<file path="src/rtl/sd_dat_wr_seq.sv">
// Write-block sequencer for SD DAT0: start byte, BLK_LEN data bytes, CRC16 hi/lo, end bit.
// Define SD_DATWR_STATUS_EN to add CRC status token capture and busy-phase checking.
module sd_dat_wr_seq #(
  parameter int unsigned BLK_LEN  = 512,
  parameter int unsigned NCRC_MAX = 16,
  parameter int unsigned BUSY_W   = 20
) (
  input  logic        clk,
  input  logic        reset,
  input  logic        start,
  input  logic [1:0]  src,
  input  logic [7:0]  din,
  input  logic        dat_in,
  output logic        oe,
  output logic        load,
  output logic        sbit,
  output logic        null_byte,  // 'null' is a reserved word
  output logic        crc16h,
  output logic        crc16l,
  output logic        fifo,
  output logic        ram1,
  output logic        ram2,
  output logic [15:0] CRC16,
  output logic [9:0]  addr,
  output logic        fifo_rd,
  output logic        busy,
  output logic        done,
  output logic [2:0]  status,
  output logic [1:0]  err
);

  localparam int unsigned ByteW = $clog2(BLK_LEN + 3);
  localparam int unsigned NcrcW = $clog2(NCRC_MAX + 1);
  localparam int unsigned CntW0 = (BUSY_W > 4) ? BUSY_W : 4;
  localparam int unsigned CntW  = (CntW0 > NcrcW) ? CntW0 : NcrcW;

`ifdef SD_DATWR_STATUS_EN
  typedef enum logic [2:0] {StIdle, StSend, StTail, StWaitTok, StToken, StBusyW, StFin} state_e;
`else
  typedef enum logic [1:0] {StIdle, StSend, StTail, StFin} state_e;
`endif

  state_e           state;
  logic [2:0]       bit_cnt;
  logic [ByteW-1:0] byte_cnt;
  logic [CntW-1:0]  cnt;
  logic [1:0]       src_q;

  // CRC16-CCITT (x^16+x^12+x^5+1), MSB first
  function automatic logic [15:0] crc_byte(input logic [15:0] crc_in, input logic [7:0] d);
    logic [15:0] c;
    c = crc_in;
    for (int i = 7; i >= 0; i--) begin
      if (c[15] ^ d[i]) c = {c[14:0], 1'b0} ^ 16'h1021;
      else              c = {c[14:0], 1'b0};
    end
    return c;
  endfunction

`ifndef SD_DATWR_STATUS_EN
  logic unused_dat_in;
  assign unused_dat_in = dat_in;
  assign status = 3'b111;
  assign err    = 2'd0;
`endif

  always_ff @(negedge clk or posedge reset) begin
    if (reset) begin
      state     <= StIdle;
      oe        <= 1'b0;
      load      <= 1'b0;
      sbit      <= 1'b0;
      null_byte <= 1'b0;
      crc16h    <= 1'b0;
      crc16l    <= 1'b0;
      fifo      <= 1'b0;
      ram1      <= 1'b0;
      ram2      <= 1'b0;
      CRC16     <= 16'h0000;
      addr      <= 10'd0;
      fifo_rd   <= 1'b0;
      busy      <= 1'b0;
      done      <= 1'b0;
      bit_cnt   <= 3'd0;
      byte_cnt  <= '0;
      cnt       <= '0;
      src_q     <= 2'd0;
`ifdef SD_DATWR_STATUS_EN
      status    <= 3'b111;
      err       <= 2'd0;
`endif
    end else begin
      load      <= 1'b0;
      sbit      <= 1'b0;
      null_byte <= 1'b0;
      crc16h    <= 1'b0;
      crc16l    <= 1'b0;
      fifo      <= 1'b0;
      ram1      <= 1'b0;
      ram2      <= 1'b0;
      done      <= 1'b0;
      // The FIFO is popped one cycle after its byte was loaded
      fifo_rd   <= fifo;
      case (state)
        StIdle: begin
          if (start) begin
            state    <= StSend;
            oe       <= 1'b1;
            load     <= 1'b1;
            sbit     <= 1'b1;
            busy     <= 1'b1;
            addr     <= 10'd0;
            CRC16    <= 16'h0000;
            byte_cnt <= '0;
            bit_cnt  <= 3'd0;
            src_q    <= src;
`ifdef SD_DATWR_STATUS_EN
            status   <= 3'b111;
            err      <= 2'd0;
`endif
          end
        end
        StSend: begin
          bit_cnt <= bit_cnt + 3'd1;
          if (bit_cnt == 3'd7) begin
            byte_cnt <= byte_cnt + ByteW'(1);
            load     <= 1'b1;
            if (byte_cnt < ByteW'(BLK_LEN)) begin
              addr  <= addr + 10'd1;
              CRC16 <= crc_byte(CRC16, (src_q == 2'd3) ? 8'h00 : din);
              case (src_q)
                2'd0:    fifo      <= 1'b1;
                2'd1:    ram1      <= 1'b1;
                2'd2:    ram2      <= 1'b1;
                default: null_byte <= 1'b1;
              endcase
            end else if (byte_cnt == ByteW'(BLK_LEN)) begin
              crc16h <= 1'b1;
            end else begin
              crc16l <= 1'b1;
              cnt    <= '0;
              state  <= StTail;
            end
          end
        end
        StTail: begin
          // 8 CRC low bits plus the end bit
          if (cnt == CntW'(8)) begin
            oe    <= 1'b0;
            cnt   <= '0;
`ifdef SD_DATWR_STATUS_EN
            state <= StWaitTok;
`else
            state <= StFin;
`endif
          end else begin
            cnt <= cnt + CntW'(1);
          end
        end
`ifdef SD_DATWR_STATUS_EN
        StWaitTok: begin
          if (!dat_in) begin
            cnt   <= '0;
            state <= StToken;
          end else if (cnt == CntW'(NCRC_MAX - 1)) begin
            err   <= 2'd2;
            state <= StFin;
          end else begin
            cnt <= cnt + CntW'(1);
          end
        end
        StToken: begin
          if (cnt == CntW'(3)) begin
            cnt <= '0;
            if (status == 3'b010) begin
              state <= StBusyW;
            end else begin
              err   <= 2'd1;
              state <= StFin;
            end
          end else begin
            status <= {status[1:0], dat_in};
            cnt    <= cnt + CntW'(1);
          end
        end
        StBusyW: begin
          if (dat_in) begin
            err   <= 2'd0;
            state <= StFin;
          end else if (cnt == CntW'({BUSY_W{1'b1}})) begin
            err   <= 2'd3;
            state <= StFin;
          end else begin
            cnt <= cnt + CntW'(1);
          end
        end
`endif
        StFin: begin
          done  <= 1'b1;
          busy  <= 1'b0;
          state <= StIdle;
        end
        default: state <= StIdle;
      endcase
    end
  end

endmodule

</file>
<file path="config.mk">
export PLATFORM = sky130hd
export DESIGN_NAME = sd_dat_wr_seq
export DESIGN_NICKNAME = d
export VERILOG_FILES = /design/src/rtl/sd_dat_wr_seq.sv
export SDC_FILE = /design/constraint.sdc
export NUM_CORES = 1
export LEC_CHECK = 0
export ABC_CLOCK_PERIOD_IN_PS = 2700
export BUFFER_PORTS_ARGS = -buffer_cell sky130_fd_sc_hd__buf_2
export CORE_MARGIN = 3
export CORE_UTILIZATION = 35
export DETAILED_ROUTE_END_ITERATION = 12
export GPL_ROUTABILITY_DRIVEN = 0
export MAX_ROUTING_LAYER = met4
export PLACE_DENSITY_LB_ADDON = 0.15
export REMOVE_ABC_BUFFERS = 1
export SLEW_MARGIN = 20
export SYNTH_ARGS = -nofsm -noshare
export SYNTH_HDL_FRONTEND = slang
export SYNTH_SLANG_ARGS = --single-unit
export TNS_END_PERCENT = 100
</file>
<file path="constraint.sdc">
create_clock -name clk -period 2.7 [get_ports clk]
set_input_delay 0.405 -clock clk [delete_from_list [all_inputs] [get_ports clk]]
set_output_delay 0.405 -clock clk [all_outputs]
set_load 0.02 [all_outputs]
</file>
# Yosys cells after proc, flatten, opt, wreduce, memory -nomap -nowiden
# Index checks and enable logic that the tools add are counted.
word_totals:
  regBits: 75
  inputBits: 14
  output_inout_bits: 43
  elab_cells: 156
classes:
  addsub: 4
  n_lt_le_gt_ge: 1
  eq_ne: 15
  mux: 86
  bitwise: 16
  reduce_logical: 15
op_table:
  columns: ["op", "n"]
  rows:
  - ["$mux 16", 24]
  - ["$mux 13", 8]
  - ["$mux 20", 4]
  - ["$mux 10", 4]
  - ["$pmux 10 s2", 2]
  - ["$pmux 20 s2", 1]
  - ["$pmux 16 s2", 1]
  - ["$mux 1", 30]
  - ["$not 3->3", 8]
  - ["$add 10x1->10 const B", 2]
  - ["$add 20x1->20 const B", 1]
  - ["$eq 20x4->1 const B", 1]
  - ["$ne 2x2->1 const B", 6]
  - ["$eq 10x10->1 const B", 1]
  - ["$lt 10x10->1 const B", 1]
  - ["$mux 2", 5]
  - ["$eq 2x2->1 const B", 4]
  - ["$mux 8", 1]
  - ["$pmux 2 s4", 1]
  - ["$reduce_and 4->1", 2]
  - ["$reduce_bool 2->1", 4]
  - ["$xor 1x1->1", 8]
  - ["$pmux 1 s2", 3]
  - ["$pmux 3 s2", 1]
  - ["9 further kinds", 14]

# Longest topological paths before layout
# Gate-level depths: netlist of run 1.
depth:
  depth_word: 42
  depth_mapped: 9

==> results of run 1 <==
==> sequential cells by signal, summed over array words and instances, names as in the netlist, 2 cells and up <==
signal,cells
cnt,20
byte_cnt,10
src_q,2
state,2
CRC16,16
bit_cnt,3
addr,10
==> layout make-up <==
class,instances,share of cell area (%)
inverters,18,1.29
clock buffers,10,4.36
repair buffers,110,15.7
flip-flops and latches,75,35.7
clock inverters,6,1.71
multi-input cells,301,37.9
well taps,140,3.33
==> power by group through the flow <==
stage / sequential [mW] / clock (mW) / combinational (mW)
4_1_cts: 1.44 / 1.33 / 1.57
6_report: 1.44 / 1.29 / 1.58
3_5_place_dp: 1.47 / 0 / 1.50
5_1_grt: 1.46 / 1.37 / 1.77
3_3_place_gp: 1.46 / 0 / 1.47
2_1_floorplan: 1.50 / 0 / 0.898
==> synth_stat cells (2+ instances only) <==
| master | n | area (sq um) |
|---|---|---|
| buf_4 | 6 | 45.0 |
| nor4b_1 | 4 | 35.0 |
| nor4_1 | 9 | 56.3 |
| o21ai_0 | 36 | 180 |
| a22oi_1 | 2 | 15.0 |
| clkbuf_1 | 6 | 22.5 |
| nand2_1 | 30 | 113 |
| inv_1 | 18 | 67.6 |
| ha_1 | 11 | 138 |
| nand3_1 | 37 | 185 |
| buf_1 | 2 | 7.51 |
| nand2b_1 | 2 | 12.5 |
| mux2i_1 | 4 | 40.0 |
| xnor2_1 | 21 | 184 |
| mux2_2 | 4 | 45.0 |
| a32o_1 | 2 | 20.0 |
| or4_1 | 2 | 15.0 |
| nand4_1 | 6 | 37.5 |
| o2bb2ai_1 | 2 | 17.5 |
| a211oi_1 | 3 | 22.5 |
| nor3b_1 | 3 | 22.5 |
| nor2b_1 | 6 | 37.5 |
| a22o_1 | 12 | 105 |
| conb_1 | 2 | 7.51 |
| dfrtn_1 | 75 | 1880 |
| nor2_1 | 29 | 109 |
| a21o_1 | 3 | 22.5 |
| or2_2 | 2 | 12.5 |
| nor3_1 | 9 | 45.0 |
| a21oi_1 | 7 | 35.0 |
| xor2_1 | 23 | 201 |
| buf_2 | 6 | 30.0 |
| and3_1 | 7 | 43.8 |
==> what timing repair did <==
action	in CTS	in global routing
pin swaps	0	0
endpoints found under the setup margin	27	21
gates cloned	0	0
gates resized for setup	26	13
buffers inserted	24	5
==> worst register-to-register path: stages, from the launching register on <==
cell,delay (ns)
dfrtn_1,0.40
inv_1,0.10
ha_1,0.15
nor4b_1,0.31
a21oi_1,0.17
nor2_1,0.78
or4_2,0.26
nand3_1,0.07
==> kinds of logic after synthesis <==
group                      after synthesis
AOI/OAI and AO/OA                       74
and+or+nand+nor                        159
buffers and inverters                   39
xor gates and xnor gates                44
muxes                                    8
DFF                                     75
adders and majority gates               11
other                                    2
==> how the worst min path moves through the flow <==
stage          endpoint  slack [ns]  depth (start not counted)
4_1_cts         fifo_rd        0.33                          0
3_3_place_gp    fifo_rd        0.32                          0
3_5_place_dp    fifo_rd        0.33                          0
5_1_grt         fifo_rd        0.34                          0
2_1_floorplan   cnt[19]        0.42                          1
6_report        fifo_rd        0.32                          0
==> cell usage in the layout (no fill, tap or decap), drive strengths merged, types with 3 or more instances in the layout <==
| cell | count |
|---|---|
| dfrtn | 75 |
| xnor2 | 21 |
| buf | 110 |
| nor3 | 10 |
| mux2 | 4 |
| nor2 | 30 |
| and3 | 7 |
| nor2b | 6 |
| a21o | 3 |
| a211oi | 3 |
| a21oi | 7 |
| clkinv | 3 |
| nor4b | 5 |
| or4 | 3 |
| a22o | 12 |
| conb | 5 |
| ha | 11 |
| nand2 | 30 |
| nand3 | 37 |
| mux2i | 4 |
| inv | 18 |
| nor4 | 10 |
| xor2 | 23 |
| nor3b | 3 |
| nand4 | 7 |
| o21ai | 36 |
| clkbuf | 10 |
==> metal layers <==
metal  global-route usage, %  vias to the layer above  part of all wire [%]
li1                        -                     1650                     -
met2                    26.4                       55                    50
met4                    4.49                        0                   1.2
met1                    19.6                     1588                    44
met5                       -                        -                     0
met3                    3.69                       13                   3.9
==> through the flow <==
step | cell area (sq um) | utilization (%) | hold WS [ns]
after floorplan | 3920 | - | 0.423
after global placement | 4610 | 41.8 | 0.322
after detailed placement | 4610 | 41.8 | 0.329
after CTS | 5180 | 46.9 | 0.328
after global routing | 5260 | 47.7 | 0.339
final | 5260 | 47.7 | 0.323
==> flow_summary.json, run 1 <==
{
  "status": "finished, violations left",
  "violations": "setup timing",
  "drt_iter0_markers": 106,
  "clock-sinks": 75,
  "setup_tns_ns": -0.0649,
  "fin_worst_skew_ns": 0.00655,
  "dp_slack_ns": -0.294,
  "postSynthAreaPerCell_sq_um": 9.78,
  "num_io_pins": 57,
  "vias": 3306,
  "r2r-start": "byte_cnt[0]",
  "synth_xor_area_share_pct": 9.57,
  "intPower_mw": 2.78,
  "core_area_sq_um": 11000,
  "worst_slew_pin_slew_ns": 0.980,
  "async_flop_share_pct": 100,
  "synth_mux_area_share_pct": 2.11,
  "synth_seq_cells": 75,
  "ir_drop_mv": 0.429,
  "cts_hold_buf": 0,
  "chipWidth_um": 113,
  "syn_area_sq_um": 4030,
  "instances_no_fill": 660,
  "drv_cap": 0,
  "power.share.sequential_pct": 33.3,
  "io_buffer_count": 50,
  "die_h_um": 113,
  "slew_violations": 0,
  "drc": 0,
  "grt_pass1_vias": 3307,
  "rsz0062_at_grt": "yes",
  "grt_usage_pct": 16.0,
  "yosys.area_share.simple_pct": 21.4,
  "combPwrFrac_pct": 36.7,
  "ys.flop_type": "dfrtn_1",
  "reg2reg_slack_ns": 0.30,
  "post-dp-hpwl_mm": 6.40,
  "nets": 540,
  "clkPwrFrac_pct": 30.0,
  "required_ns": 2.30,
  "p_leak_nw": 2.57,
  "antenna_found_initial": 0,
  "cp-end-kind": "primary output",
  "max_stage_delay_ns": 0.49,
  "clock_path_buffers": 2,
  "synth-edff-count": 0,
  "holdCritPathClass": "register to register",
  "synth_cells": 412,
  "cts_root_buf": "clkbuf_16",
  "synth-compound-area-share_pct": 12.2,
  "cp.depth": 1,
  "cp-endpoint": "addr[7]",
  "critPathBufInv": 1,
  "yosys.area_share.adder_pct": 3.42,
  "yosys_warnings": 0,
  "antenna_left": 0,
  "worstSkewPairLatency_ns": 0.34,
  "r2r-end": "cnt[4]",
  "crit_start": "addr[7]",
  "rows": 38,
  "slew_headroom_pct": 34.4,
  "path_max_fanout": 4,
  "critPathTopFamily": "flip-flops",
  "syn2layout_area_growth_pct": 30.5,
  "start_util_pct": 36.5,
  "drive_above_1_share_pct": 27.7,
  "cp-start-kind": "register",
  "setup_ws_ns": -0.0395,
  "dp.cells": 615,
  "min_from": "fifo",
  "cts_tree": "done",
  "htreeDepth": 3,
  "regArea_sq_um": 1880,
  "dr.pass1.iters": 4,
  "totalWireLength_mm": 9.40,
  "grt_overflow": 0,
  "cts_buffers": 9,
  "crit_slowest_cell": "dfrtn_1",
  "nFillCells": 1077,
  "p_sw_share_pct": 35.5,
  "hold_viol": 0,
  "grt_pass1_wl_mm": 16.1,
  "power.switching_mw": 1.53,
  "path_class": "register to primary output",
  "multi_input_area_sq_um": 1990,
  "p_per_area_nw_per_um2": 821,
  "synth_top_family_by_area": "simple AND/OR/NAND/NOR gates",
  "worstPathArrival_ns": 2.33,
  "power_mw": 4.31,
  "cts.clk_slew.worst_paths_ns": 0.05,
  "antenna-diode-count": 0,
  "wl_per_cell_um": 14.2,
  "grt_start_max_net_pins": 35,
  "reg2reg_depth": 7,
  "drt-vias-per-instance": 5.01,
  "finalSetupViolations": 2,
  "ys_seq_area_share_pct": 46.6,
  "die_area_sq_um": 12800,
  "synth.distinct_cells": 54,
  "worstPathCellList": "buf_6"
}
(Power assumes the default switching activity.)
==> run 2: changes to the inputs <==
--- a/config.mk
+++ b/config.mk
@@ -5,10 +5,11 @@
 export SDC_FILE = /design/constraint.sdc
 export NUM_CORES = 1
 export LEC_CHECK = 0
-export ABC_CLOCK_PERIOD_IN_PS = 2700
+export ABC_CLOCK_PERIOD_IN_PS = 2450
 export BUFFER_PORTS_ARGS = -buffer_cell sky130_fd_sc_hd__buf_2
 export CORE_MARGIN = 3
 export CORE_UTILIZATION = 35
+export CTS_BUF_LIST = sky130_fd_sc_hd__clkbuf_4 sky130_fd_sc_hd__clkbuf_8
 export DETAILED_ROUTE_END_ITERATION = 12
 export GPL_ROUTABILITY_DRIVEN = 0
 export MAX_ROUTING_LAYER = met4
==> constraint.sdc (replaced) <==
create_clock -name clk -period 2.45 [get_ports clk]
set_input_delay 0.3675 -clock clk [delete_from_list [all_inputs] [get_ports clk]]
set_output_delay 0.3675 -clock clk [all_outputs]
set_load 0.02 [all_outputs]
==> run 2 against run 1 <==
Compared with the run above:
- the run still ends with setup timing left
- utilization rose by 0.77 points
- first-iteration DRC count rose by 41%
- register-to-register slack got worse by 0.04 ns
- power rose by 1.3%
- non-clock buffer count rose by 7
- clock-buffer cell count rose by 2
- highest routed layer unchanged
- clock skew rose by 0.0013 ns
- combinational power rose by 14%
- critical endpoint is now CRC16[2]
- sequential cell count did not move
- via count fell by 0.57%
==> flow_summary.json, run 2 (synthesis results as in run 1) <==
{
  "status": "finished, violations left",
  "violations": "setup timing",
  "totalWireLength_mm": 9.34,
  "place_area_sq_um": 4630,
  "r2r-start": "cnt[3]",
  "chipWidth_um": 113,
  "drt_iter0_markers": 149,
  "reg2reg_slack_ns": 0.26,
  "worst_slew_pin_slew_ns": 0.649,
  "regMostFlops": "cnt",
  "cts_buffers": 9,
  "path_max_fanout": 3,
  "grt_pass1_vias": 3277,
  "htreeDepth": 3,
  "post-route-cell-area_sq_um": 5340,
  "crit_slowest_cell": "dfrtn_1",
  "clock-sinks": 75,
  "worstPathCellList": "buf_6",
  "antenna_left": 0,
  "dp_slack_ns": -0.373,
  "cp-start-kind": "register",
  "critPathBufInv": 1,
  "rows": 38,
  "syn2layout_area_growth_pct": 32.6,
  "antenna-diode-count": 0,
  "holdCritPathClass": "register to register",
  "final_util_pct": 48.4,
  "setup_ws_ns": -0.0916,
  "nets": 547,
  "final_cell_mix": "75 x dfrtn_1, 66 x buf_4, 38 x buf_6, 37 x nand3_1, 36 x o21ai_0",
  "die_area_sq_um": 12800,
  "die_h_um": 113,
  "min_from": "fifo",
  "slew_violations": 0,
  "nFillCells": 1052,
  "cp-end-kind": "primary output",
  "cp-endpoint": "CRC16[2]",
  "worstPathArrival_ns": 2.17,
  "grt_usage_pct": 15.6,
  "drt-vias-per-instance": 4.93,
  "hold_viol": 0,
  "largest_register_ffs": 20,
  "cts_hold_buf": 0,
  "required_ns": 2.08,
  "cts_root_buf": "clkbuf_8",
  "grt_overflow": 0,
  "rsz0062_at_grt": "yes",
  "vias": 3287,
  "core_area_sq_um": 11000,
  "max_stage_delay_ns": 0.47,
  "grt_start_max_net_pins": 76,
  "p_per_area_nw_per_um2": 818,
  "r2r-end": "state[1]",
  "path_class": "register to primary output",
  "worstSkewPairLatency_ns": 0.34,
  "fin_hold_ws_ns": 0.441,
  "dr.pass1.iters": 4,
  "p_leak_nw": 2.57,
  "instances_no_fill": 667,
  "slew_headroom_pct": 56.7,
  "drv_cap": 0,
  "drive_above_1_share_pct": 29.8,
  "critPathTopFamily": "flip-flops",
  "start_util_pct": 36.5,
  "drc": 0,
  "clock_path_buffers": 2,
  "antenna_found_initial": 0,
  "layout_commonest_cell": "dfrtn_1",
  "finalSetupViolations": 31,
  "cts_tree": "done",
  "top_regs": "cnt: 20 flops, CRC16: 16 flops",
  "reg2reg_depth": 5,
  "setup_tns_ns": -1.18,
  "grt_pass1_wl_mm": 15.6,
  "fin_worst_skew_ns": 0.00788,
  "cts.clk_slew.worst_paths_ns": 0.05,
  "crit_start": "CRC16[2]",
  "power_mw": 4.37,
  "cp.depth": 1,
  "io_buffer_count": 50,
  "wl_per_cell_um": 14.0,
  "dp.cells": 620,
  "num_io_pins": 57,
  "ir_drop_mv": 0.400,
  "post-dp-hpwl_mm": 6.30
}
-- run 2: cell count changes in the layout (fill, tap and decap cells not counted), sizes merged --
cell,previous run,this run
clkinv,3,1
clkinvlp,1,2
bufinv,2,1
buf,110,117
clkbuf,10,12
-- run 2: layout make-up --
type	instances	area [sq um]	share of cell area, %
inverter	18	67.6	1.26
timing repair buffer	117	1000	18.8
tap	140	175	3.28
multi-input combinational	301	2020	37.7
clock inverter	4	50.0	0.937
clock buffer	12	153	2.86
sequential	75	1880	35.1
-- run 2: worst min path at each step --
stage / to / slack (ns) / depth (start not counted)
global route: fifo_rd / 0.45 / 1
global placement: fifo_rd / 0.32 / 0
detailed placement: fifo_rd / 0.32 / 0
finish: fifo_rd / 0.44 / 1
CTS: fifo_rd / 0.35 / 0
floorplan: cnt[19] / 0.42 / 1
-- run 2: layer usage --
layer	global-route usage [%]	part of all wire [%]
met5	-	0
met3	4.92	5.1
met1	18.2	44
met4	3.37	0.88
met2	26.4	50
-- run 2: power breakdown --
group	internal [mW]	switching, mW	total (mW)
logic	0.810	0.993	1.80
registers	1.42	0.175	1.59
clock network	0.520	0.454	0.973
total	2.75	1.62	4.37
-- run 2: repair_timing --
action                                  in CTS  in global routing
pin swaps                                    1                  0
cloned                                       0                  0
setup buffers                               23                  8
endpoints found under the setup margin      39                 48
gates resized for setup                     75                  9
